$ cat config.mk
export PLATFORM = sky130hd
export DESIGN_NAME = multi_lane_pipe
export DESIGN_NICKNAME = d
export VERILOG_FILES = /design/src/rtl/mlp_pkg.sv /design/src/rtl/rr_arbiter.sv /design/src/rtl/multi_lane_pipe.sv
export SDC_FILE = /design/constraint.sdc
export NUM_CORES = 1
export LEC_CHECK = 0
export CAP_MARGIN = 40
export CORE_ASPECT_RATIO = 1.5
export CORE_MARGIN = 3
export CORE_UTILIZATION = 53
export CTS_BUF_LIST = sky130_fd_sc_hd__clkbuf_8
export CTS_CLUSTER_DIAMETER = 100
export DETAILED_ROUTE_END_ITERATION = 16
export PLACE_DENSITY = 0.83
export SYNTH_ARGS = -nofsm -noshare
export SYNTH_HDL_FRONTEND = slang
export SYNTH_SLANG_ARGS = --single-unit
$ cat constraint.sdc
create_clock -name clk -period 4.3 [get_ports clk]
set_input_delay 0.645 -clock clk [delete_from_list [all_inputs] [get_ports clk]]
set_output_delay 0.645 -clock clk [all_outputs]
set_load 0.005 [all_outputs]
$ cat src/rtl/mlp_pkg.sv
// Shared constants and helpers for multi_lane_pipe and its round-robin arbiter.
// The optional stall counters are enabled with MLP_STALL_CNT_EN.
package mlp_pkg;

  localparam int STALL_CNT_W = 16;

  // Index width for a lane count, never narrower than one bit.
  function automatic int lane_idx_w(input int n);
    return (n <= 1) ? 1 : $clog2(n);
  endfunction

endpackage

$ cat src/rtl/rr_arbiter.sv
// Round-robin arbiter: searches from the lane after the last granted one.
// The pointer moves only on a cycle that issues a grant.
module rr_arbiter
  import mlp_pkg::*;
#(
  parameter int N = 2
) (
  input  logic         clk,
  input  logic         reset,
  input  logic [N-1:0] req,
  output logic [N-1:0] grant
);

  localparam int IW = lane_idx_w(N);

  logic [IW-1:0] last_q, last_d;
  logic [N-1:0]  req_hi, pick;

  // NOTE: every combinational output gets a default first so no path can leave it unassigned (no latch).
  always_comb begin
    req_hi = '0;
    for (int i = 0; i < N; i++) begin
      req_hi[i] = req[i] && (i > int'(last_q));
    end
    pick   = (req_hi != '0) ? req_hi : req;
    grant  = '0;
    last_d = last_q;
    // Descending scan: the lowest set bit of pick wins.
    for (int i = N - 1; i >= 0; i--) begin
      if (pick[i]) begin
        grant    = '0;
        grant[i] = 1'b1;
        last_d   = IW'(i);
      end
    end
  end

  // NOTE: sequential state uses non-blocking assignments only.
  always_ff @(posedge clk) begin
    if (reset) last_q <= IW'(N - 1);
    else       last_q <= last_d;
  end

endmodule

$ cat src/rtl/multi_lane_pipe.sv
// N-lane two-stage stall/flush pipeline sharing one incrementer through a round-robin grant.
// Define MLP_STALL_CNT_EN to add per-lane saturating out_stall cycle counters (stall_cnt).
module multi_lane_pipe
  import mlp_pkg::*;
#(
  parameter int              NUM_LANES = 2,
  parameter int              DATA_W    = 32,
  parameter logic [DATA_W-1:0] INC     = DATA_W'(1)
) (
  input  logic                          clk,
  input  logic                          reset,
  input  logic [NUM_LANES*DATA_W-1:0]   pipeline_inputs,
  input  logic [NUM_LANES-1:0]          in_valid,
  input  logic [NUM_LANES-1:0]          flush,
  input  logic [NUM_LANES-1:0]          in_stall,
  output logic [NUM_LANES*DATA_W-1:0]   pipeline_outputs,
  output logic [NUM_LANES-1:0]          out_valid,
  output logic [NUM_LANES-1:0]          out_stall,
  output logic [NUM_LANES-1:0]          grant
`ifdef MLP_STALL_CNT_EN
  ,
  output logic [NUM_LANES*STALL_CNT_W-1:0] stall_cnt
`endif
);

  typedef struct packed {
    logic              a_valid;
    logic [DATA_W-1:0] a_data;
    logic              b_valid;
    logic [DATA_W-1:0] b_data;
  } lane_state_t;

  lane_state_t [NUM_LANES-1:0] lane_q, lane_d;
  logic [NUM_LANES-1:0]        req;
  logic [DATA_W-1:0]           sel_data, result;

  always_comb begin
    for (int i = 0; i < NUM_LANES; i++) begin
      req[i] = lane_q[i].a_valid && !flush[i] && (!lane_q[i].b_valid || !in_stall[i]);
      out_stall[i] = !flush[i] && lane_q[i].a_valid && !grant[i];
    end
  end

  rr_arbiter #(.N(NUM_LANES)) u_arb (
    .clk   (clk),
    .reset (reset),
    .req   (req),
    .grant (grant)
  );

  // Grant is one-hot or zero, so an OR-mux selects the granted lane's A data.
  always_comb begin
    sel_data = '0;
    for (int i = 0; i < NUM_LANES; i++) begin
      if (grant[i]) sel_data = sel_data | lane_q[i].a_data;
    end
    result = sel_data + INC;
  end

  always_comb begin
    lane_d = lane_q;
    for (int i = 0; i < NUM_LANES; i++) begin
      if (flush[i]) begin
        lane_d[i].a_valid = 1'b0;
        lane_d[i].b_valid = 1'b0;
      end else begin
        if (in_valid[i] && !out_stall[i]) begin
          lane_d[i].a_data  = pipeline_inputs[i*DATA_W +: DATA_W];
          lane_d[i].a_valid = 1'b1;
        end else if (grant[i]) begin
          lane_d[i].a_valid = 1'b0;
        end
        // A granted lane refills B in the same cycle its old B is consumed.
        if (grant[i]) begin
          lane_d[i].b_data  = result;
          lane_d[i].b_valid = 1'b1;
        end else if (lane_q[i].b_valid && !in_stall[i]) begin
          lane_d[i].b_valid = 1'b0;
        end
      end
    end
  end

  always_ff @(posedge clk) begin
    if (reset) lane_q <= '0;
    else       lane_q <= lane_d;
  end

  always_comb begin
    for (int i = 0; i < NUM_LANES; i++) begin
      pipeline_outputs[i*DATA_W +: DATA_W] = lane_q[i].b_data;
      out_valid[i] = lane_q[i].b_valid;
    end
  end

`ifdef MLP_STALL_CNT_EN
  logic [NUM_LANES-1:0][STALL_CNT_W-1:0] cnt_q;

  always_ff @(posedge clk) begin
    for (int i = 0; i < NUM_LANES; i++) begin
      if (reset || flush[i])                   cnt_q[i] <= '0;
      else if (out_stall[i] && cnt_q[i] != '1) cnt_q[i] <= cnt_q[i] + STALL_CNT_W'(1);
    end
  end

  assign stall_cnt = cnt_q;
`endif

endmodule

==> impl_metrics.env, run 1 <==
export IMPL_status="finished, final reports clean"
export IMPL_holdWs_ns=0.4573
export IMPL_r2r_end="pipeline_outputs[30]"
export IMPL_gr_total_overflow=0
export IMPL_drtIter0Drc=445
export IMPL_min_from="lane_q[121]"
export IMPL_arrival_ns=2.89
export IMPL_synth_cell_types=57
export IMPL_finClkSkew_ns=0.01101
export IMPL_hold_viol=0
export IMPL_cts_root_buf="clkbuf_8"
export IMPL_rr_worst_depth=10
export IMPL_syn_to_final_growth_pct=22.61
export IMPL_crit_buf_inv=3
export IMPL_final_core_utilization=0.6642
export IMPL_fmax_mhz=283.2
export IMPL_fin_crit_ns=3.532
export IMPL_pin_count=142
export IMPL_via_count=6328
export IMPL_ant_nets=0
export IMPL_p_leak_nw=2.718
export IMPL_layout_commonest_cell="nand2_1"
export IMPL_p_sw_mw=0.6325
export IMPL_post_cts_buffers=0
export IMPL_timing_rr_start="out_valid[1]"
export IMPL_ys_top_cells_by_area="dfxtp_1 (39%), nand2_1 (9.6%), buf_4 (7.6%), a21oi_1 (6.5%), nand3b_1 (4.3%)"
export IMPL_whs_path_depth=2
export IMPL_power_share_clock=0.446
export IMPL_grt_use_met3=0.04681
export IMPL_firstDrtPassIters=6
export IMPL_antennaDiodeCount=0
export IMPL_max_stage_delay_ns=0.52
export IMPL_hold_path_class="reg -> reg"
export IMPL_synth_nets=914
export IMPL_cap_violations=0
export IMPL_rsz0062_at_grt="false"
export IMPL_comb_power_share=0.081
export IMPL_yosys_area_top_type_share=0.3928
export IMPL_final_cell_mix="nand2_1 (174), clkdlybuf4s50_1 (140), dfxtp_1 (133)"
export IMPL_cts_sinks=133
export IMPL_yosysWarnings=0
export IMPL_grt_pass1_vias=5806
export IMPL_clk_pin_slew_worst_paths_ns=0.07
export IMPL_crit_path_start_kind="primary input"
export IMPL_use_met1=0.3095
export IMPL_place_congestion=0.9054
export IMPL_rrSetupSlack_ns=1.26
export IMPL_ys_dominant_reg_cell="dfxtp_1"
export IMPL_start_util=0.5417
export IMPL_ir_worst_vdd_uv=209.3
export IMPL_synth_edff_count=0
export IMPL_cts_resized=0
export IMPL_critical_path_class="in -> out"
export IMPL_rows=50
export IMPL_top_usage_layer="met2"
export IMPL_critPathTopFamily="buffers and inverters"
export IMPL_finalWorstSetupSlack_ns=0.7685
export IMPL_seq_area_sq_um=2663
export IMPL_track_usage=0.2408
export IMPL_die_y_um=144.5
export IMPL_post_dp_hpwl_mm=12.42
export IMPL_htree_levels=4
export IMPL_cts_tree="built"
export IMPL_finalSetupViolations=0
export IMPL_grt_first_pass_wirelength_mm=27.86
export IMPL_dp_cells=1042
export IMPL_holdBufCountCts=0
export IMPL_ys_seq_area_frac=0.3928
export IMPL_synth_seq_cells=133
export IMPL_p_seq_frac=0.474
export IMPL_grt_antenna_before_repair=0
export IMPL_routedWlPerCell_um=16.34
export IMPL_endpoint_kind="primary output"
export IMPL_drc=0
export IMPL_dieArea_sq_um=14210
export IMPL_syn_avg_cell_area_sq_um=8.059
export IMPL_finalNetCount=978
export IMPL_cpMaxStageDelayCell="clkdlybuf4s50_1"
export IMPL_synth_async_reset_ratio=0
export IMPL_cp_cell_sequence="clkdlybuf4s50_1, nand2b_1, o311ai_4, buf_4, nand2_1, nor2_1, clkdlybuf4s50_1"
export IMPL_routed_wl_mm=17.55
export IMPL_grt_max_degree=84
export IMPL_cp_common_cell="clkdlybuf4s50_1"
export IMPL_multi_input_area_sq_um=3336
export IMPL_crit_required_ns=3.65
export IMPL_numCtsBuffers=17
export IMPL_insertion_delay_ns=0.44
export IMPL_tns_ns=0
export IMPL_tightest_slew_ns=0.8245
export IMPL_syn_inst=841
export IMPL_die_x_um=98.34
export IMPL_period_share=0.8213
export IMPL_portBuffers=141
export IMPL_core_area_sq_um=12510
export IMPL_synth_area_sq_um=6778
export IMPL_vias_per_cell=5.892
export IMPL_use_met2=0.3947
export IMPL_hold_path_end="lane_q[121]"
export IMPL_fillers=1058
export IMPL_instances_no_fill=1074
export IMPL_drv_slew=0
export IMPL_sw_frac_of_total=0.2320
export IMPL_drive_above_1_share=0.09477
export IMPL_synth_largest_area_cell="dfxtp_1"
export IMPL_p_int_mw=2.093
export IMPL_p_per_area_nw_per_um2=328.0
export IMPL_cts_path_max_buffers=2
export IMPL_pre_cts_slack_ns=0.4502
export IMPL_relSlewSlack=0.4503
export IMPL_cp_max_fo=30
-- metrics by stage --
step	instance area, sq um	power (mW)
finish	8310	2.726
global route	8310	2.816
CTS	8310	2.734
detailed placement	7845	1.537
global placement	7845	1.533
floorplan	6778	1.427
-- sequential cells by signal, indices dropped and copies added (netlist names) --
name / flops
lane_q: 66
out_valid: 2
pipeline_outputs: 64
u_arb.last_q: 1
-- kinds of logic after synthesis --
logic type	Yosys count	synth area share
fa+ha+maj	1	0.001846
compound gates	204	0.2003
buf+inv	130	0.1169
xor+xnor	9	0.01163
simple gates	364	0.2765
flops	133	0.3928
-- worst min-delay path, delay by kind of cell, from the launching register on --
kind            cells  cell delay, ns
flops               1            0.31
simple gates        1            0.05
compound gates      1            0.05
-- metal layers --
metal,part of all wire,vias up
met1,0.43,2937
met4,0.032,0
li1,-,3063
met5,0,-
met3,0.065,51
met2,0.48,277
-- power by group through the flow --
stage	sequential [mW]	clock [mW]	combinational (mW)
2_1_floorplan	1.31	0	0.117
3_3_place_gp	1.32	0	0.215
3_5_place_dp	1.32	0	0.218
4_1_cts	1.29	1.22	0.219
5_1_grt	1.29	1.28	0.241
6_report	1.29	1.21	0.220
-- worst max path at each step --
stage | from | endpoint | slack [ns] | cells after the start
2_1_floorplan | flush[1] | pipeline_outputs[18] | 0.60 | 14
3_3_place_gp | flush[1] | pipeline_outputs[63] | 0.48 | 11
3_5_place_dp | flush[1] | pipeline_outputs[63] | 0.45 | 11
4_1_cts | flush[1] | out_stall[0] | 0.77 | 7
5_1_grt | flush[0] | out_stall[1] | 0.65 | 7
6_report | flush[0] | out_stall[1] | 0.77 | 7
-- cells in the mapped netlist (all sizes together), types with 2 or more instances --
cell,number
nand2,174
dfxtp,133
a21oi,88
buf,83
clkbuf,43
nand3b,39
nor2,37
nand3,31
o21ai,29
a22oi,24
or4,20
o211ai,18
nand4,13
a22o,10
xnor2,9
nor3,8
nor3b,8
o311ai,8
a311oi,7
nor4,7
or3,6
a211oi,5
nand2b,5
o31ai,5
inv,4
or2,4
nand4b,3
a211o,2
a31oi,2
a32oi,2
and2,2
and2b,2
and3,2
and4,2
-- area by class of cell --
class                      count  area share
multi-input combinational    578      0.4014
sequential                   133      0.3204
timing repair buffer         171      0.1966
clock buffer                  19     0.03147
clock inverter                13     0.02454
tap                          156     0.02349
inverter                       4    0.002108
Note: power is estimated with default switching activity, not from simulation.
==> inputs of run 2 (changes only) <==
Settings changed: CORE_UTILIZATION 53 to 48, PLACE_DENSITY 0.83 to 0.8.
Clock period 4.3 ns to 3.1 ns, I/O delays scaled along.
==> run 2 against run 1 <==
Count of clock-buffer cells in the layout up 1. Critical endpoint unchanged. Hold slack about the same. Setup slack worse by 0.63 ns. Final cell count up 6.8%.
==> impl_metrics.env, run 2 (synthesis results as in run 1) <==
export IMPL_cts_root_buf="clkbuf_8"
export IMPL_htree_levels=4
export IMPL_p_leak_nw=3.049
export IMPL_die_x_um=103.0
export IMPL_grt_pass1_vias=6318
export IMPL_regMostFlops="lane_q"
export IMPL_drv_slew=0
export IMPL_finalNetCount=1045
export IMPL_tns_ns=0
export IMPL_cap_violations=0
export IMPL_endpoint_kind="primary output"
export IMPL_fmax_mhz=337.3
export IMPL_hold_viol=0
export IMPL_layout_commonest_cell="nand2_1"
export IMPL_numCtsBuffers=17
export IMPL_core_area_sq_um=13660
export IMPL_grt_antenna_before_repair=0
export IMPL_hold_path_class="reg -> reg"
export IMPL_firstDrtPassIters=5
export IMPL_final_cell_mix="nand2_1 (174), clkdlybuf4s50_1 (140), dfxtp_1 (133)"
export IMPL_insertion_delay_ns=0.45
export IMPL_finalSetupViolations=0
export IMPL_period_share=0.9563
export IMPL_portBuffers=141
export IMPL_die_y_um=151.5
export IMPL_critical_path_class="in -> out"
export IMPL_timing_rr_start="lane_q[131]"
export IMPL_drtIter0Drc=409
export IMPL_holdWs_ns=0.4574
export IMPL_start_util=0.4961
export IMPL_design_area_sq_um=8895
export IMPL_final_core_utilization=0.6510
export IMPL_min_from="pipeline_outputs[1]"
export IMPL_via_count=6518
export IMPL_largest_register_ffs=66
export IMPL_pin_count=142
export IMPL_grt_max_degree=77
export IMPL_antennaDiodeCount=0
export IMPL_clk_pin_slew_worst_paths_ns=0.08
export IMPL_place_congestion=0.8810
export IMPL_track_usage=0.2502
export IMPL_cts_sinks=133
export IMPL_tightest_slew_ns=0.7672
export IMPL_dp_cells=1114
export IMPL_dieArea_sq_um=15610
export IMPL_syn_to_final_growth_pct=31.23
export IMPL_gr_total_overflow=0
export IMPL_ir_worst_vdd_uv=268.6
export IMPL_crit_required_ns=2.63
export IMPL_rsz0062_at_grt="false"
export IMPL_p_per_area_nw_per_um2=413.3
export IMPL_fin_crit_ns=2.965
export IMPL_crit_path_start_kind="primary input"
export IMPL_cp_max_fo=12
export IMPL_relSlewSlack=0.4885
export IMPL_drc=0
export IMPL_drive_above_1_share=0.1584
export IMPL_arrival_ns=2.50
export IMPL_instances_no_fill=1147
export IMPL_rows=52
export IMPL_routedWlPerCell_um=16.42
export IMPL_status="finished, final reports clean"
export IMPL_place_area_sq_um=8457
export IMPL_vias_per_cell=5.683
export IMPL_ant_nets=0
export IMPL_routed_wl_mm=18.84
export IMPL_cts_path_max_buffers=2
export IMPL_cts_tree="built"
export IMPL_grt_first_pass_wirelength_mm=30.87
export IMPL_post_dp_hpwl_mm=13.81
export IMPL_cp_startpoint="flush[0]"
export IMPL_finClkSkew_ns=0.009589
## run 2: cell types whose count changed in the layout (fill, tap and decap cells not counted), sizes merged
cell / before / now
clkbuf: 19 / 20
bufinv: 5 / 3
clkinvlp: 1 / 4
buf: 31 / 98
clkinv: 7 / 5
## run 2: per-stage QoR
stage | worst slack, ns | total power [mW]
CTS | 0.1356 | 3.687
detailed placement | -0.2599 | 2.161
floorplan | 0.0008222 | 1.982
global placement | -0.2032 | 2.153
global route | 0.004389 | 3.788
finish | 0.1355 | 3.677
## run 2: worst paths after layout
path	end	slack (ns)	depth (start not counted)
max	out_stall[1]	0.14	7
min	pipeline_outputs[1]	0.46	2
max reg2reg	pipeline_outputs[63]	0.26	11
min reg2reg	pipeline_outputs[1]	0.46	2
## run 2: layout make-up
| type | instances | area (sq um) |
|---|---|---|
| fillers | 1164 | 4768 |
| multi-input cells | 578 | 3347 |
| flip-flops and latches | 133 | 2663 |
| repair buffers | 238 | 2237 |
| clock buffers | 20 | 275.3 |
| well taps | 162 | 202.7 |
| clock inverters | 12 | 152.6 |
| inverters | 4 | 17.52 |
## run 2: routing by layer
layer | up-vias | part of all wire | GRT usage
met5 | - | 0 | 0
met4 | 0 | 0.030 | 0.1069
met2 | 248 | 0.49 | 0.4055
met1 | 3034 | 0.42 | 0.3195
met3 | 38 | 0.057 | 0.05222
li1 | 3198 | - | -
## run 2: timing repair
action	CTS	global route
buffers inserted	0	1
hold buffers	0	0
hold endpoints to repair	0	0
endpoints found under the setup margin	0	8
resized for setup	0	1
## run 2: critical path: stages
cell and delay [ns]:
clkdlybuf4s50_1 0.47, nand2b_1 0.21, o311ai_4 0.30, buf_4 0.28, nand2_1 0.09, nor2_1 0.14, clkdlybuf4s50_1 0.53
## run 2: power breakdown
part | switching [mW] | internal (mW) | leakage [nW]
Combinational | 0.159 | 0.172 | 1.76
Sequential | 0.0379 | 1.75 | 1.08
Clock | 0.697 | 0.856 | 0.207
